[config.mk]
export PLATFORM = sky130hd
export DESIGN_NAME = if_fetch_queue
export DESIGN_NICKNAME = d
export VERILOG_FILES = /design/src/rtl/if_fetch_queue.sv
export SDC_FILE = /design/constraint.sdc
export NUM_CORES = 1
export LEC_CHECK = 0
export ABC_AREA = 1
export CAP_MARGIN = 20
export CORE_MARGIN = 3
export CORE_UTILIZATION = 32
export CTS_CLUSTER_SIZE = 16
export DETAILED_ROUTE_END_ITERATION = 6
export GPL_ROUTABILITY_DRIVEN = 0
export PLACE_DENSITY = 0.63
export SLEW_MARGIN = 25
export SYNTH_ARGS = -nofsm -noshare
export SYNTH_HDL_FRONTEND = slang
export SYNTH_SLANG_ARGS = --single-unit
[constraint.sdc]
create_clock -name clk -period 5.05 [get_ports clk]
set_input_delay 0.7575 -clock clk [delete_from_list [all_inputs] [get_ports clk]]
set_output_delay 0.7575 -clock clk [all_outputs]
set_load 0.01 [all_outputs]
[src/rtl/if_fetch_queue.sv]
// Prefetch queue between instruction fetch and decode: owns the fetch PC, buffers
// {pc, ir} pairs in a DEPTH-entry circular buffer and hands them to ID via valid/ready.
module if_fetch_queue #(
    parameter int unsigned     XLEN     = 32,
    parameter int unsigned     DEPTH    = 4,
    parameter int unsigned     IM_AW    = 8,
    parameter logic [XLEN-1:0] RESET_PC = '0
) (
    input  logic                       clk,
    input  logic                       rst_n,
    output logic [IM_AW-1:0]           im_addr,
    input  logic [XLEN-1:0]            im_data,
    input  logic                       fetch_en,
    input  logic                       redirect,
    input  logic [XLEN-1:0]            redirect_pc,
    input  logic                       id_ready,
    output logic                       id_valid,
    output logic [XLEN-1:0]            id_pc,
    output logic [XLEN-1:0]            id_ir,
    output logic [XLEN-1:0]            fetch_pc,
    output logic [$clog2(DEPTH):0]     count,
    output logic [15:0]                redirect_cnt
);

    localparam int unsigned PW = $clog2(DEPTH);
    localparam int unsigned CW = PW + 1;
    localparam logic [CW-1:0] FullCnt = CW'(DEPTH);

    logic [XLEN-1:0] pc_mem_q [DEPTH];
    logic [XLEN-1:0] ir_mem_q [DEPTH];

    logic [PW-1:0]   rptr_q, rptr_d, wptr_q, wptr_d;
    logic [CW-1:0]   count_q, count_d;
    logic [XLEN-1:0] fetch_pc_q, fetch_pc_d;
    logic [15:0]     redirect_cnt_q, redirect_cnt_d;

    logic full, empty, push, pop;

    assign full  = (count_q == FullCnt);
    assign empty = (count_q == '0);
    // Redirect suppresses both sides, so a head presented in that cycle is dropped.
    assign push  = fetch_en & (~full | pop) & ~redirect;
    assign pop   = ~empty & id_ready & ~redirect;

    always_comb begin
        rptr_d         = rptr_q;
        wptr_d         = wptr_q;
        count_d        = count_q;
        fetch_pc_d     = fetch_pc_q;
        redirect_cnt_d = redirect_cnt_q;
        if (redirect) begin
            rptr_d     = '0;
            wptr_d     = '0;
            count_d    = '0;
            fetch_pc_d = {redirect_pc[XLEN-1:2], 2'b00};
            if (redirect_cnt_q != 16'hFFFF) begin
                redirect_cnt_d = redirect_cnt_q + 16'd1;
            end
        end else begin
            if (push) begin
                wptr_d     = wptr_q + PW'(1);
                fetch_pc_d = fetch_pc_q + XLEN'(4);
            end
            if (pop) begin
                rptr_d = rptr_q + PW'(1);
            end
            if (push && !pop) begin
                count_d = count_q + CW'(1);
            end else if (pop && !push) begin
                count_d = count_q - CW'(1);
            end
        end
    end

    always_ff @(posedge clk or negedge rst_n) begin
        if (!rst_n) begin
            rptr_q         <= '0;
            wptr_q         <= '0;
            count_q        <= '0;
            fetch_pc_q     <= RESET_PC;
            redirect_cnt_q <= '0;
        end else begin
            rptr_q         <= rptr_d;
            wptr_q         <= wptr_d;
            count_q        <= count_d;
            fetch_pc_q     <= fetch_pc_d;
            redirect_cnt_q <= redirect_cnt_d;
        end
    end

    // Storage is not reset; occupancy alone decides what is visible.
    always_ff @(posedge clk) begin
        if (push) begin
            pc_mem_q[wptr_q] <= fetch_pc_q;
            ir_mem_q[wptr_q] <= im_data;
        end
    end

    assign im_addr      = fetch_pc_q[IM_AW+1:2];
    assign id_valid     = ~empty;
    assign id_pc        = empty ? '0 : pc_mem_q[rptr_q];
    assign id_ir        = empty ? '0 : ir_mem_q[rptr_q];
    assign fetch_pc     = fetch_pc_q;
    assign count        = count_q;
    assign redirect_cnt = redirect_cnt_q;

endmodule

==> results.md <==
- Post_cts resized: 0
- Ant. Diodes: 0
- Number of setup violations in the final report: 0
- Port Buffers: 186
- Largest net degree at the start of global routing: 93
- Clock latency on the worst-skew pair: 530 ps
- Pwr dens: 470 nW/um^2
- Core ar.: 40100 um^2
- Worst path required time: 4290 ps
- Via count: 9286
- Starting Density: 32.6%
- Final hold vios: 0
- Area growth syn-to-layout: 26.8%
- GRT Residual Overflow: 0
- Synthesized flop and latch total: 301
- Hpwl dp: 20800 um
- Leakage power: 0.00603 uW
- Setup Fix Bufs, Post-CTS: 0
- Die Width: 208 um
- Share of cells above drive strength 1: 6.17%
- Initial antenna violation count: 3
- WL/cell: 17.5 um
- Remaining antenna violation count: 0
- Clock Pin Slew Worst Setup and Hold Paths: 60 ps
- Clock buffer depth: 3
- H-tree depth: 2
- Max-slew violations: 0
- DR vias/cell: 4.72
- Crit Path Class: reg2out
- Syn Std Cell Area: 13100 um^2
- End point of the critical path: id_pc[24]
- # clock sinks: 301
- Status: finished clean
- 1st-pass router iterations: 4
- Gr usage total: 15.7%
- Total Die Area: 43400 um^2
- Worst Max-Slew Pin Slew: 939 ps
- Number of filler cells placed in the layout: 3750
- Final #Nets: 1495
- Max Freq: 233 MHz
- Tcrit/Tclk final: 85.0%
- Slew HR: 37.4%
- Skew final: 11.1 ps
- Crit path DAT: 3530 ps
- Worst hold path type: in2async
- Placed cells: 1908
- Height of the die: 208 um
- FF-to-FF path depth: 7
- CTS Hold Bufs: 0
- Critical path endpoint category: output pin
- Share of the yosys chip area belonging to registers: 67.0%
- Routed WL: 34500 um
- Final cell count without fillers: 1968
- RSZ-0062 raised after global routing: no
- Number of remaining DRC errors: 0
- R2r startpoint: count[2]
- Syn_area_per_cell: 10.5 um^2
- R2R Path End: pc_mem_q[2][25]
- Number of top-level pins: 193
- Setup TNS: 0 ps
- TritonCTS Buffers: 34
- Row Count: 73
- Worst IR drop on VDD: 0.288 mV
- Yosys warns: 0
- Cell count after synthesis: 1246
- Global-route wire length before repair: 53300 um
- CP max FO: 92
- Post-layout min period: 4290 ps
- FF-to-FF setup slack: 2500 ps
- Initial DRC count: 577
- Critical path startpoint category: flip-flop
- Distinct cell type count after synthesis: 33
- Max cap viols: 0
- CTS tree: built
- Number of global-route vias before repair: 9080
- Worst setup startpoint: rptr_q[0]
- Final Core Density: 41.4%
- Root Driver: clkbuf_16
## critical path, cell delays in order, from the launching register on
cell and delay (ps):
dfrtp_4 650, clkinv_2 410, buf_4 750, o21ai_0 250, a21oi_1 220, clkdlybuf4s50_1 600
## synth_stat cells
master	number	area share (%)
buf_1	5	0.14
nand2_1	174	5.0
clkbuf_2	5	0.19
buf_6	1	0.086
xor2_1	24	1.6
nor2_2	5	0.24
nand3b_1	2	0.11
inv_1	64	1.8
buf_2	14	0.54
a31oi_1	1	0.048
o211ai_1	8	0.46
inv_2	5	0.14
nor3_1	12	0.46
nand4_1	7	0.33
conb_1	1	0.029
edfxtp_1	248	57
dfrtp_1	53	10
buf_4	20	1.1
o211ai_2	1	0.096
fa_1	1	0.15
clkbuf_1	23	0.66
a21oi_1	64	2.4
nand3_2	1	0.076
and3_1	1	0.048
ha_1	6	0.57
nand3_1	37	1.4
nor2_4	2	0.17
nor3_2	1	0.076
nor2_1	302	8.7
o21ai_0	149	5.7
xnor2_1	5	0.33
or2_2	1	0.048
nand2_2	3	0.14
## logic make-up (layout without fill, tap and decap cells)
family | count (synthesis) | in the layout | share of synthesized area [%]
AO/OA/AOI/OAI | 223 | 223 | 8.75
XOR/XNOR | 29 | 29 | 1.94
adder cells (fa/ha/maj) | 7 | 7 | 0.727
buffers and inverters | 137 | 331 | 4.74
flip-flops | 301 | 301 | 67.0
other | 1 | 4 | 0.0287
AND/OR/NAND/NOR | 548 | 548 | 16.8
## worst min-delay path by stage
stage	from	to	cells past startpoint
after floorplan	rst_n	count[0]	0
after global placement	redirect_cnt[7]	redirect_cnt[7]	1
after detailed placement	redirect_cnt[7]	redirect_cnt[7]	1
after CTS	rst_n	fetch_pc[21]	1
after global routing	rst_n	redirect_cnt[7]	1
final	rst_n	redirect_cnt[12]	1
## registers in the layout (all words and copies together) (netlist names)
name	cells
count	3
rptr_q	2
pc_mem_q	120
redirect_cnt	16
ir_mem_q	128
wptr_q	2
fetch_pc	30
## area by class of cell
type,count,area [um^2],share of cell area [%]
Clock buffer,44,972,5.86
Clock inverter,16,124,0.746
Inverter,69,263,1.58
Multi-Input combinational cell,811,3730,22.5
Sequential cell,301,8780,52.9
Tap cell,525,657,3.96
Timing Repair Buffer,202,2070,12.5
## where the power goes
group / switching (uW) / internal (uW)
combinational: 1250 / 1000
clock: 970 / 1460
sequential: 217 / 2900
total: 2440 / 5360
## metrics by stage
| step | power, uW | area, um^2 | worst slack, ps | hold WS (ps) |
|---|---|---|---|---|
| after floorplan | 4230 | 13100 | 536 | 462 |
| after global placement | 5420 | 15500 | 1350 | 512 |
| after detailed placement | 5450 | 15500 | 1310 | 513 |
| after CTS | 7900 | 16600 | 732 | 378 |
| after global routing | 8200 | 16600 | 483 | 421 |
| final | 7800 | 16600 | 758 | 374 |
## layout by cell type (no fill, tap or decap), drive strengths merged
master,n
ha,6
a21oi,64
clkinv,17
bufinv,2
nand2,177
or2,1
fa,1
edfxtp,248
xnor2,5
buf,17
clkbuf,44
nand4,7
inv,66
nor2,309
clkdlybuf4s50,185
nand3b,2
conb,4
a31oi,1
o211ai,9
dfrtp,53
nand3,38
and3,1
o21ai,149
xor2,24
nor3,13
## metal layers
metal | part of all wire [%] | track usage [%] | up-vias
met4 | 2.1 | 5.30 | 4
met1 | 43 | 20.4 | 4454
met3 | 7.0 | 4.49 | 40
met2 | 47 | 25.3 | 242
li1 | - | - | 4546
met5 | 0.12 | 0 | -
(Power assumes the default switching activity.)
